## src/rtl/flit_tx_credit_if.sv

```systemverilog
// Ingress flit handshake, egress flit bus, credit-return channel and status of the ejection-link transmitter.
// The master modport drives the ingress side; the slave modport is the transmitter.
interface flit_tx_credit_if;
  logic [71:0] i_flit;
  logic        i_flit_valid;
  logic        o_flit_ready;
  logic [72:0] o_flit;
  logic [2:0]  i_credit;
  logic        i_credit_valid;
  logic [3:0]  o_credit_count;
  logic [4:0]  o_fifo_count;
  logic        o_err_framing;
  logic        o_err_credit_ovf;

  modport master (
    output i_flit, i_flit_valid, i_credit, i_credit_valid,
    input  o_flit_ready, o_flit, o_credit_count, o_fifo_count,
           o_err_framing, o_err_credit_ovf
  );

  modport slave (
    input  i_flit, i_flit_valid, i_credit, i_credit_valid,
    output o_flit_ready, o_flit, o_credit_count, o_fifo_count,
           o_err_framing, o_err_credit_ovf
  );
endinterface

```

## src/rtl/flit_tx_credit.sv

```systemverilog
// Credit-gated flit transmitter: framing-checked ingress into a small FIFO, one-cycle registered egress.
// Ready comes from registered occupancy only; sends stall whenever the downstream credit count is zero.
module flit_tx_credit #(
  parameter int FIFO_DEPTH  = 4,
  parameter int CREDIT_INIT = 4
) (
  input  logic             clk,
  input  logic             rst_n,
  flit_tx_credit_if.slave  bus
);
  localparam int         AW      = (FIFO_DEPTH > 1) ? $clog2(FIFO_DEPTH) : 1;
  localparam logic [4:0] DEPTH_C = 5'(FIFO_DEPTH);
  localparam logic [4:0] CINIT_C = 5'(CREDIT_INIT);

  localparam logic [1:0] T_BODY = 2'b00;
  localparam logic [1:0] T_HEAD = 2'b01;
  localparam logic [1:0] T_TAIL = 2'b10;
  localparam logic [1:0] T_HT   = 2'b11;

  typedef enum logic {ST_IDLE, ST_PKT} state_t;

  logic [71:0]   r_mem [FIFO_DEPTH];
  logic [AW-1:0] r_wr_ptr;
  logic [AW-1:0] r_rd_ptr;
  logic [4:0]    r_fifo_cnt;
  logic [3:0]    r_credit;
  logic          r_out_vld;
  logic [71:0]   r_out_dat;
  logic          r_err_framing;
  logic          r_err_ovf;
  state_t        r_state;

  logic          w_ready;
  logic          w_accept;
  logic [1:0]    w_type;
  logic          w_legal;
  logic          w_push;
  logic          w_send;
  logic [4:0]    w_credit_ret;
  logic [4:0]    w_credit_sum;
  logic          w_ovf;

  assign w_ready  = (r_fifo_cnt != DEPTH_C);
  assign w_accept = bus.i_flit_valid & w_ready;
  assign w_type   = bus.i_flit[71:70];

  always_comb begin
    w_legal = 1'b0;
    case (r_state)
      ST_IDLE: w_legal = (w_type == T_HEAD) || (w_type == T_HT);
      ST_PKT:  w_legal = (w_type == T_BODY) || (w_type == T_TAIL);
      default: w_legal = 1'b0;
    endcase
  end

  // Illegal flits still complete the handshake; they just never reach the FIFO.
  assign w_push = w_accept & w_legal;
  assign w_send = (r_fifo_cnt != 5'd0) && (r_credit != 4'd0);

  assign w_credit_ret = bus.i_credit_valid ? {2'b00, bus.i_credit} : 5'd0;
  assign w_credit_sum = {1'b0, r_credit} - 5'(w_send) + w_credit_ret;
  assign w_ovf        = (w_credit_sum > CINIT_C);

  always_ff @(posedge clk or negedge rst_n) begin
    if (!rst_n) begin
      r_state       <= ST_IDLE;
      r_err_framing <= 1'b0;
    end else if (w_accept) begin
      case (r_state)
        ST_IDLE: begin
          if (w_type == T_HEAD)
            r_state <= ST_PKT;
          else if (!w_legal)
            r_err_framing <= 1'b1;
        end
        ST_PKT: begin
          if (w_type == T_TAIL)
            r_state <= ST_IDLE;
          else if (!w_legal)
            r_err_framing <= 1'b1;
        end
        default: r_state <= ST_IDLE;
      endcase
    end
  end

  always_ff @(posedge clk) begin
    if (w_push)
      r_mem[r_wr_ptr] <= bus.i_flit;
  end

  // Power-of-two depth lets the pointers wrap naturally.
  always_ff @(posedge clk or negedge rst_n) begin
    if (!rst_n) begin
      r_wr_ptr   <= '0;
      r_rd_ptr   <= '0;
      r_fifo_cnt <= 5'd0;
    end else begin
      if (w_push)
        r_wr_ptr <= r_wr_ptr + AW'(1);
      if (w_send)
        r_rd_ptr <= r_rd_ptr + AW'(1);
      case ({w_push, w_send})
        2'b10:   r_fifo_cnt <= r_fifo_cnt + 5'd1;
        2'b01:   r_fifo_cnt <= r_fifo_cnt - 5'd1;
        default: r_fifo_cnt <= r_fifo_cnt;
      endcase
    end
  end

  always_ff @(posedge clk or negedge rst_n) begin
    if (!rst_n) begin
      r_out_vld <= 1'b0;
      r_out_dat <= '0;
    end else begin
      r_out_vld <= w_send;
      if (w_send)
        r_out_dat <= r_mem[r_rd_ptr];
    end
  end

  always_ff @(posedge clk or negedge rst_n) begin
    if (!rst_n) begin
      r_credit  <= CINIT_C[3:0];
      r_err_ovf <= 1'b0;
    end else begin
      r_credit <= w_ovf ? CINIT_C[3:0] : w_credit_sum[3:0];
      if (w_ovf)
        r_err_ovf <= 1'b1;
    end
  end

  assign bus.o_flit_ready     = w_ready;
  assign bus.o_flit           = {r_out_vld, r_out_dat};
  assign bus.o_credit_count   = r_credit;
  assign bus.o_fifo_count     = r_fifo_cnt;
  assign bus.o_err_framing    = r_err_framing;
  assign bus.o_err_credit_ovf = r_err_ovf;
endmodule

```

## src/flat_wrapper.sv

```systemverilog
// flat-port wrapper written by rule: the top's interface ports become plain ports
module flit_tx_credit_flat 
#(
  parameter int FIFO_DEPTH  = 4,
  parameter int CREDIT_INIT = 4
)
  (clk, rst_n, bus_i_flit, bus_i_flit_valid, bus_i_credit, bus_i_credit_valid, bus_o_flit_ready, bus_o_flit, bus_o_credit_count, bus_o_fifo_count, bus_o_err_framing, bus_o_err_credit_ovf);
  flit_tx_credit_if bus_i ();
  input  logic clk;
  input  logic rst_n;
  input wire logic [$bits(bus_i.i_flit)-1:0] bus_i_flit;
  input wire logic [$bits(bus_i.i_flit_valid)-1:0] bus_i_flit_valid;
  input wire logic [$bits(bus_i.i_credit)-1:0] bus_i_credit;
  input wire logic [$bits(bus_i.i_credit_valid)-1:0] bus_i_credit_valid;
  output wire logic [$bits(bus_i.o_flit_ready)-1:0] bus_o_flit_ready;
  output wire logic [$bits(bus_i.o_flit)-1:0] bus_o_flit;
  output wire logic [$bits(bus_i.o_credit_count)-1:0] bus_o_credit_count;
  output wire logic [$bits(bus_i.o_fifo_count)-1:0] bus_o_fifo_count;
  output wire logic [$bits(bus_i.o_err_framing)-1:0] bus_o_err_framing;
  output wire logic [$bits(bus_i.o_err_credit_ovf)-1:0] bus_o_err_credit_ovf;
  assign bus_i.i_flit = bus_i_flit;
  assign bus_i.i_flit_valid = bus_i_flit_valid;
  assign bus_i.i_credit = bus_i_credit;
  assign bus_i.i_credit_valid = bus_i_credit_valid;
  assign bus_o_flit_ready = bus_i.o_flit_ready;
  assign bus_o_flit = bus_i.o_flit;
  assign bus_o_credit_count = bus_i.o_credit_count;
  assign bus_o_fifo_count = bus_i.o_fifo_count;
  assign bus_o_err_framing = bus_i.o_err_framing;
  assign bus_o_err_credit_ovf = bus_i.o_err_credit_ovf;
  flit_tx_credit #(.FIFO_DEPTH(FIFO_DEPTH), .CREDIT_INIT(CREDIT_INIT)) u_core (.clk(clk), .rst_n(rst_n), .bus(bus_i));
endmodule
```

## config.mk

```make
export PLATFORM = sky130hd
export DESIGN_NAME = flit_tx_credit_flat
export DESIGN_NICKNAME = d
export VERILOG_FILES = /design/src/rtl/flit_tx_credit_if.sv /design/src/rtl/flit_tx_credit.sv /design/src/flat_wrapper.sv
export SDC_FILE = /design/constraint.sdc
export NUM_CORES = 1
export LEC_CHECK = 0
export ABC_CLOCK_PERIOD_IN_PS = 3300
export CORE_UTILIZATION = 52
export CTS_BUF_LIST = sky130_fd_sc_hd__clkbuf_4 sky130_fd_sc_hd__clkbuf_8
export DETAILED_ROUTE_END_ITERATION = 10
export PLACE_DENSITY = 0.84
export SYNTH_ARGS = -nofsm -noshare
export SYNTH_HDL_FRONTEND = slang
export SYNTH_SLANG_ARGS = --single-unit
```

## constraint.sdc

```tcl
create_clock -name clk -period 3.3 [get_ports clk]
set_input_delay 0.66 -clock clk [delete_from_list [all_inputs] [get_ports clk]]
set_output_delay 0.66 -clock clk [all_outputs]
set_load 0.005 [all_outputs]
```

# ---- After elaboration in Yosys (flattened, before gate mapping)
# Memories as Yosys holds them, arrays and structs flattened. A register that Yosys moved wholly into a read port is not among the register bits.
# Cells that the tools add are included.
dict set report op_classes {
  mux 13
  bitwise 3
  n_addsub 6
  n_reduce_logical 9
  order_cmp 1
  eq_ne 8
}
# operator n
set op_table {}
lappend op_table {{$pmux 5 s2} 1}
lappend op_table {{$mux 1} 7}
lappend op_table {{$eq 2x2->1 const B} 3}
lappend op_table {{$pmux 1 s2} 3}
lappend op_table {{$add 5x1->5 const B} 1}
lappend op_table {{$add 5x5->5} 1}
lappend op_table {{$gt 5x3->1 const B} 1}
lappend op_table {{$ne 5x3->1 const B} 1}
lappend op_table {{$reduce_bool 5->1} 1}
lappend op_table {{$sub 4x1->5} 1}
lappend op_table {{$sub 5x1->5 const B} 1}
lappend op_table {{$add 2x1->2 const B} 2}
lappend op_table {{$eq 2x1->1 const B} 2}
lappend op_table {{$mux 4} 1}
lappend op_table {{$ne 2x2->1 const B} 2}
lappend op_table {{$reduce_bool 4->1} 1}
lappend op_table {{$mux 3} 1}
lappend op_table {{$reduce_and 3->1} 1}
lappend op_table {{$and 1x1->1} 2}
lappend op_table {{$logic_not 2->1} 1}
lappend op_table {{$logic_or 1x1->1} 2}
lappend op_table {{$reduce_bool 2->1} 1}
lappend op_table {{$logic_and 1x1->1} 1}
lappend op_table {{$logic_not 1->1} 1}
lappend op_table {{$not 1->1} 1}
dict set report word_totals {
  reg_bits 17
  ram_bits 288
  n_memories 1
  wordCells 49
  inputBits 79
  out_inout_bits 85
}
# memory words width read_ports rd_clocked_by_memory_dff wr line_no
set mem_list {}
lappend mem_list {u_core.r_mem 4 72 1 1 1 flit_tx_credit.sv:22} ;# logic [71:0] r_mem [FIFO_DEPTH];

# ---- Depth between registers and ports, before layout
# Gate-level depths: netlist of run 1.
dict set report logic_depth {
  ltp_word 6
  mapped_depth 14
  mapped_depth_nobuf 12
}

# ---- Worst setup path after synthesis of run 1
# OpenSTA, ideal clock, no wires.
dict set report synth_timing {
  path_kind {register -> register}
  from {register u_core.r_fifo_cnt[1], in the netlist u_core.bus.o_fifo_count[1]}
  to {register u_core.r_err_ovf, in the netlist u_core.bus.o_err_credit_ovf}
  path_stages_with_launch 15
  arrival_time_ps 3245
  required_time_ps 3162
  synth_period_minus_slack_ps 3384
  setup_ps 138
  setup_slack_ps -84
  path_buffers 2
  path_cell_list {dfrtp_1 -> or4_4 -> o21ai_2 -> inv_2 -> buf_6 -> buf_12 -> ha_1 -> inv_1 -> ha_1 -> inv_1 -> fa_1 -> nand2b_1 -> a21oi_1 -> xnor2_1 -> or4_1}
}
dict set report synth_between {
  elab_chain_cells 5
}
# element line_no
set synth_lines {}
lappend synth_lines {{from (decl)} flit_tx_credit.sv:25} ;# logic [4:0] r_fifo_cnt;
lappend synth_lines {{from (signal assigned)} flit_tx_credit.sv:104} ;# 2'b10: r_fifo_cnt <= r_fifo_cnt + 5'd1;
lappend synth_lines {{from (signal assigned)} flit_tx_credit.sv:105} ;# 2'b01: r_fifo_cnt <= r_fifo_cnt - 5'd1;
lappend synth_lines {{from (signal assigned)} flit_tx_credit.sv:106} ;# default: r_fifo_cnt <= r_fifo_cnt;
lappend synth_lines {{$reduce_bool 5->1} flit_tx_credit.sv:58} ;# assign w_send = (r_fifo_cnt != 5'd0) && (r_credit != 4'd0);
lappend synth_lines {{$logic_and 1x1->1} flit_tx_credit.sv:58}
lappend synth_lines {{named net u_core.w_send} flit_tx_credit.sv:38} ;# logic w_send;
lappend synth_lines {{$sub 4x1->5} flit_tx_credit.sv:61} ;# assign w_credit_sum = {1'b0, r_credit} - 5'(w_send) + w_credit_ret;
lappend synth_lines {{$add 5x5->5} flit_tx_credit.sv:61}
lappend synth_lines {{$gt 5x3->1} flit_tx_credit.sv:62} ;# assign w_ovf = (w_credit_sum > CINIT_C);
lappend synth_lines {{to (signal assigned)} flit_tx_credit.sv:125} ;# r_err_ovf <= 1'b0;
lappend synth_lines {{to (signal assigned)} flit_tx_credit.sv:129} ;# r_err_ovf <= 1'b1;
lappend synth_lines {{to (decl)} flit_tx_credit.sv:30} ;# logic r_err_ovf;
# The timed path passes the listed nets, and every way through them passes these cells.
# A chain may end at the register's enable or synchronous reset.

# ---- Final worst setup path of run 1
dict set report layout_timing {
  from {register u_core.r_fifo_cnt[0], in the netlist u_core.bus.o_fifo_count[0]}
  to {register u_core.r_err_ovf, in the netlist u_core.bus.o_err_credit_ovf}
}
dict set report layout_between {
  elab_chain_cells 5
}
# element line_no
set layout_lines {}
lappend layout_lines {{$reduce_bool 5->1} flit_tx_credit.sv:58}
lappend layout_lines {{$logic_and 1x1->1} flit_tx_credit.sv:58}
lappend layout_lines {{$sub 4x1->5} flit_tx_credit.sv:61}
lappend layout_lines {{$add 5x5->5} flit_tx_credit.sv:61}
lappend layout_lines {{$gt 5x3->1} flit_tx_credit.sv:62}
# Every way passes these cells.

==> flow_summary.toml, run 1 <==
[synth]
synth.avg_cell_area_um2 = 22.26
yosys.area.top_type = "edfxtp_1"
netlist_area_um2 = 14470
synth-async-reset-ratio = 0.2361
yosys_warnings = 0
ys_seq_area_frac = 0.7518
netlist_instances = 650
ys_ff_latch = 377
synth_top_area_frac = 0.5978
synth_area_leaders = "edfxtp_1 60%, dfrtp_1 15%, mux4_2 11%, mux2_4 6.0%, ha_1 1.3%"
ys.flop_type = "edfxtp_1"
synth_edf_count = 288
synth_common_cells = "288 x edfxtp_1, 88 x dfrtp_1, 72 x mux4_2"
synth.distinct_cells = 42
yosysMostFrequentCell = "edfxtp_1"
syn-num-nets = 746

[place]
place_inst = 1176
io_buffers = 163
place.gp.congestion = 0.7353
dp_hpwl_um = 15860

[pwr]
swShare = 0.2719
leakage_uw = 0.006528
power.internal_uw = 11730
pwr-share-comb = 0.327
p_sw_uw = 4379
p_per_area_nw_per_um2 = 901.0
p_clk_frac = 0.251
ir_drop_v = 0.0005714
p_seq_frac = 0.421

[global_routing]
grt_start_max_net_pins = 44
grt_pass1_wl_um = 41500
gr-total-overflow = 0
antenna_found_initial = 1
grt_pass1_vias = 7487
grt_usage = 0.1948

[min_path]
min_to = "u_core.bus.o_err_credit_ovf"
hold_start = "u_core.bus.o_err_credit_ovf"
hold_depth = 1
holdCritPathClass = "flop to flop"

[status]
status = "complete, no violations"

[clock_tree]
cts-root-buf = "clkbuf_8"
clock_sinks = 377
clock_path_buffers = 3
cts_resized = 0
cts_setup_buffers = 0
htreeDepth = 2
clk_latency_ns = 0.58
clkSlewWorstSetupHoldPaths_ns = 0.06
cts_buffers = 59
cts_tree = "yes"

[drt]
drtIter0Drc = 405
drcViolationCount = 0
dr.pass1.iters = 4
vias = 6799
wl_per_cell_um = 20.80
vias_per_cell = 5.271
ant_nets = 0
wirelength_um = 26830

[setup_path]
path_cells = "or4_4 -> o21ai_2 -> inv_4 -> ha_1 -> inv_1 -> ha_1 -> inv_1 -> fa_2 -> nand2b_4 -> a21oi_4 -> xnor2_1 -> or4_1"
crit_required_ns = 3.75
crit_slowest_cell = "or4_4"
critPathMaxStageDelay_ns = 0.55
end_kind = "flop"
critPathMaxFanout = 5
cp.arrival_ns = 3.65
rr_endpoint = "u_core.bus.o_err_credit_ovf"
reg2reg_from = "u_core.bus.o_fifo_count[0]"
critPathTopFamily = "simple AND/OR/NAND/NOR gates"
path_class = "flop to flop"
critical_path_buf_inv_count = 3
start_kind = "flop"
reg2reg_depth = 12
crit_start = "u_core.bus.o_fifo_count[0]"
reg2reg_slack_ns = 0.10

[layout]
multiInputGateArea_um2 = 3319
drive_gt1_frac = 0.3024
nets = 962
seqCellArea_um2 = 10880
fillers = 1830
instances_no_fill = 1290
utilization = 0.6597
area_growth_pct = 23.58

[floorplan]
die_h_um = 168.8
dieWidth_um = 168.8
num_rows = 60
die_area_um2 = 28490
ioPinCount = 164
start_util = 0.5338
core_um2 = 27100

[sta]
max_slew.worst_pin.slew_ns = 0.8114
slew_headroom = 0.4590
hold_violations = 0
rsz0062_at_grt = "yes"
period_needed_ns = 3.196
layout_worst_path_cycle_share = 0.9684
skew_ns = 0.02230
setup_viol = 0
max_freq_mhz = 312.9
drv_slew = 0

[run]
maxCapViolCount = 0
flip-flops by register name, indices dropped and copies added, names as in the netlist:
signal and cells:
u_core.r_mem 288, u_core.r_out_dat 72, u_core.bus.o_fifo_count 5, u_core.bus.o_credit_count 4
u_core.r_rd_ptr 2, u_core.r_wr_ptr 2, u_core.bus.o_err_credit_ovf 1, u_core.bus.o_err_framing 1
u_core.r_out_vld 1, u_core.r_state 1
metrics by stage:
stage          instance area, µm²  setup TNS, ns  power [µW]  setup slack (ns)  hold slack [ns]
3_3_place_gp                16600              0       12050            0.2014           0.4597
6_report                    17880              0       16110            0.1044           0.4796
4_1_cts                     17870              0       16360           0.09700           0.4825
5_1_grt                     17880       -0.03812       16950          -0.02618           0.5018
2_1_floorplan               14490              0       10280           0.01204           0.3644
3_5_place_dp                16600              0       12260          0.009119           0.4660
cell families (layout without fill, tap and decap cells):
| family | Yosys count | in the layout | synth area share |
|---|---|---|---|
| buffers and inverters | 49 | 315 | 0.02093 |
| multiplexers | 145 | 145 | 0.1839 |
| flip-flops | 377 | 377 | 0.7518 |
| AND/OR/NAND/NOR | 29 | 29 | 0.01081 |
| other | 1 | 3 | 0.0002592 |
| AO/OA/AOI/OAI | 20 | 20 | 0.009254 |
| XOR/XNOR | 12 | 12 | 0.007264 |
| adder cells (fa/ha/maj) | 17 | 17 | 0.01574 |
power groups by stage:
stage	Clock, µW	Combinational (µW)	Sequential [µW]
after floorplan	0	3610	6660
after CTS	4150	5390	6810
after detailed placement	0	5370	6880
after global placement	0	5220	6840
after global routing	4360	5690	6900
final	4050	5280	6790
what timing repair did:
action | in CTS | in global routing
endpoints found under the setup margin | 0 | 2
hold buffers | 1 | 0
hold endpoints to repair | 23 | 0
layout by cell type, fill, tap and decap left out, types with 2 or more instances in the layout:
| cell type | count |
|---|---|
| a21o_1 | 2 |
| a21oi_1 | 3 |
| and2_4 | 4 |
| buf_12 | 7 |
| buf_4 | 11 |
| bufinv_16 | 3 |
| clkbuf_4 | 14 |
| clkbuf_8 | 69 |
| clkdlybuf4s50_1 | 162 |
| clkinv_1 | 12 |
| clkinv_2 | 11 |
| dfrtp_1 | 86 |
| dfrtp_4 | 2 |
| diode_2 | 2 |
| edfxtp_1 | 288 |
| ha_1 | 15 |
| inv_1 | 22 |
| mux2_2 | 15 |
| mux2_4 | 58 |
| mux4_2 | 72 |
| nand2_1 | 7 |
| nor2_1 | 6 |
| nor3_1 | 2 |
| o21ai_0 | 5 |
| o311ai_0 | 2 |
| or4_1 | 2 |
| xnor2_1 | 7 |
| xor2_1 | 5 |
area by class of cell:
cell class	count	share of cell area
multi-input cells	224	0.1857
clock inverters	28	0.01155
well taps	372	0.02603
repair buffers	181	0.1037
diodes	2	0.0002799
flip-flops and latches	377	0.6088
clock buffers	83	0.05900
inverters	23	0.004969
how the worst max path moves through the flow:
stage	endpoint	slack, ns	depth (start not counted)
final	u_core.bus.o_err_credit_ovf	0.10	12
after detailed placement	u_core.bus.o_fifo_count[4]	0.009	10
after global routing	u_core.bus.o_err_credit_ovf	-0.03	12
after floorplan	u_core.bus.o_err_credit_ovf	0.01	14
after global placement	u_core.bus.o_err_credit_ovf	0.20	12
after CTS	u_core.bus.o_err_credit_ovf	0.1	12
routing by layer:
metal  global-route usage  wire length (µm)
met1               0.2428             10870
met4              0.05692               474
met5                    0                 0
met2               0.3388             13910
met3              0.04793              1571
worst reg2reg max path: stages, from the launching register on:
cell      delay [ns]
dfrtp_1         0.43
or4_4           0.55
o21ai_2         0.23
inv_4           0.06
ha_1            0.27
inv_1           0.07
ha_1            0.18
inv_1           0.06
fa_2            0.35
nand2b_4        0.16
a21oi_4         0.17
xnor2_1         0.09
or4_1           0.46
Note: power is estimated with default switching activity, not from simulation.
==> run 2, diff against run 1 <==
ABC_CLOCK_PERIOD_IN_PS = not set   (was 3300)
CORE_MARGIN = 4   (was not set)
==> run 2 against run 1 <==
Compared with the run above: sequential cell count stayed put; first-iteration DRC count is 0.25% lower; wire length up 0.46%; count of clock-buffer cells in the layout decreased by 2; register-to-register slack is essentially flat; clock skew down 0.010 ns; sequential power about the same; global-route usage fell by 1.7 points; die area is 7.2% higher; clock power fell by 3%; utilization is 0.18 points lower; final area stayed put; critical path type unchanged; largest cell class unchanged.
==> flow_summary.toml, run 2 (same netlist as run 1, synthesis figures left out) <==
[drt]
wirelength_um = 26950
drcViolationCount = 0
ant_nets = 0
dr.pass1.iters = 4
wl_per_cell_um = 21.01
vias = 6804
drtIter0Drc = 404
vias_per_cell = 5.303

[place]
place.gp.congestion = 0.7603
dp_hpwl_um = 16080
io_buffers = 163
place_inst = 1174

[floorplan]
core_um2 = 27180
start_util = 0.5324
ioPinCount = 164
dieWidth_um = 174.8
num_rows = 60
die_h_um = 174.8
die_area_um2 = 30560

[clock_tree]
htreeDepth = 2
clk_latency_ns = 0.57
cts_buffers = 58
cts_tree = "yes"
clock_path_buffers = 3
clock_sinks = 377
clkSlewWorstSetupHoldPaths_ns = 0.06
cts_setup_buffers = 0
cts-root-buf = "clkbuf_8"

[pwr]
swShare = 0.2725
p_per_area_nw_per_um2 = 898.3
power.internal_uw = 11680
p_sw_uw = 4377
ir_drop_v = 0.0006321
pwr-share-comb = 0.333
p_clk_frac = 0.245
leakage_uw = 0.006502
p_seq_frac = 0.422

[global_routing]
grt_start_max_net_pins = 75
grt_pass1_vias = 7633
antenna_found_initial = 0
grt_usage = 0.1775
grt_pass1_wl_um = 42400
gr-total-overflow = 0

[layout]
seqCellArea_um2 = 10880
fillers = 1805
drive_gt1_frac = 0.2986
largest_reg_flops = 288
regMostFlops = "u_core.r_mem"
final_common_cell = "edfxtp_1"
area_growth_pct = 23.58
multiInputGateArea_um2 = 3327
mostFrequentLayoutCells = "288 x edfxtp_1, 162 x clkdlybuf4s50_1, 86 x dfrtp_1"
instances_no_fill = 1283
utilization = 0.6579
n_antenna_cell = 0
nets = 958

[setup_path]
reg2reg_slack_ns = 0.11
rr_endpoint = "u_core.bus.o_err_credit_ovf"
critical_path_buf_inv_count = 3
reg2reg_from = "u_core.bus.o_fifo_count[3]"
critPathMaxStageDelay_ns = 0.59
critPathMaxFanout = 4
cp.arrival_ns = 3.61
critPathTopFamily = "simple AND/OR/NAND/NOR gates"
path_class = "flop to flop"
cp_num_cells = 12
start_kind = "flop"
crit_required_ns = 3.73
end_kind = "flop"
crit_slowest_cell = "or4_4"
reg2reg_depth = 12
path_cells = "or4_4 -> o21ai_4 -> inv_4 -> ha_1 -> inv_1 -> ha_1 -> inv_1 -> fa_2 -> nand2b_4 -> a21oi_4 -> xnor2_1 -> or4_1"

[sta]
slew_headroom = 0.5316
max_freq_mhz = 313.8
hold_ws_ns = 0.1344
period_needed_ns = 3.187
rsz0062_at_grt = "no"
skew_ns = 0.01192
drv_slew = 0
layout_worst_path_cycle_share = 0.9658
max_slew.worst_pin.slew_ns = 0.7025
hold_violations = 0
setup_viol = 0
finalSetupTns_ns = 0

[min_path]
holdCritPathClass = "input port to async pin"

[run]
maxCapViolCount = 0

[status]
status = "complete, no violations"
[run 2: cell types whose count changed in the layout (fill, tap and decap cells not counted), sizes merged]
| cell | previous run | this run |
|---|---|---|
| buf | 18 | 16 |
| clkbuf | 83 | 81 |
| clkinv | 23 | 22 |
| clkinvlp | 1 | 3 |
| diode | 2 | 0 |
| dlygate4sd3 | 1 | 0 |
| inv | 24 | 23 |
[run 2: cell type report]
cell class                      count  area share
Timing Repair Buffer              178      0.1058
Clock inverter                     28     0.01155
Clock buffer                       81     0.05676
Multi-Input combinational cell    224      0.1861
Inverter                           23    0.004969
Tap cell                          372     0.02603
Sequential cell                   377      0.6088
[run 2: routing by layer]
layer  vias up  global-route usage  part of all wire
met4         0             0.04484             0.015
met5         -                   0                 0
li1       3033                   -                 -
met1      3519              0.2316              0.41
met3        43             0.04197             0.060
met2       209              0.3051              0.51
[run 2: through the flow]
step / worst slack, ns / instance area, µm² / power (µW)
final: 0.1128 / 17880 / 16060
after global routing: 0.01056 / 17880 / 16920
after CTS: 0.07482 / 17870 / 16290
after detailed placement: 0.08400 / 16650 / 12300
after global placement: 0.1920 / 16650 / 12110
after floorplan: 0.01204 / 14490 / 10280
[run 2: how the worst max path moves through the flow]
stage	slack [ns]	endpoint	from
after floorplan	0.01	u_core.bus.o_err_credit_ovf	u_core.bus.o_fifo_count[3]
after global placement	0.19	u_core.bus.o_err_credit_ovf	u_core.bus.o_fifo_count[3]
after detailed placement	0.08	u_core.bus.o_fifo_count[4]	bus_i_flit[70]
after CTS	0.07	u_core.bus.o_err_credit_ovf	u_core.bus.o_fifo_count[3]
after global routing	0.01	u_core.bus.o_err_credit_ovf	u_core.bus.o_fifo_count[3]
final	0.11	u_core.bus.o_err_credit_ovf	u_core.bus.o_fifo_count[3]
[run 2: repair_timing]
action                     CTS  global route
gates resized for setup      0             1
hold buffers                 0             0
setup endpoints to repair    0             1
[run 2: power by group through the flow]
| stage | Combinational, µW | Sequential (µW) | Clock (µW) |
|---|---|---|---|
| after floorplan | 3610 | 6660 | 0 |
| after global placement | 5280 | 6840 | 0 |
| after detailed placement | 5430 | 6870 | 0 |
| after CTS | 5460 | 6790 | 4040 |
| after global routing | 5750 | 6890 | 4280 |
| final | 5350 | 6770 | 3940 |
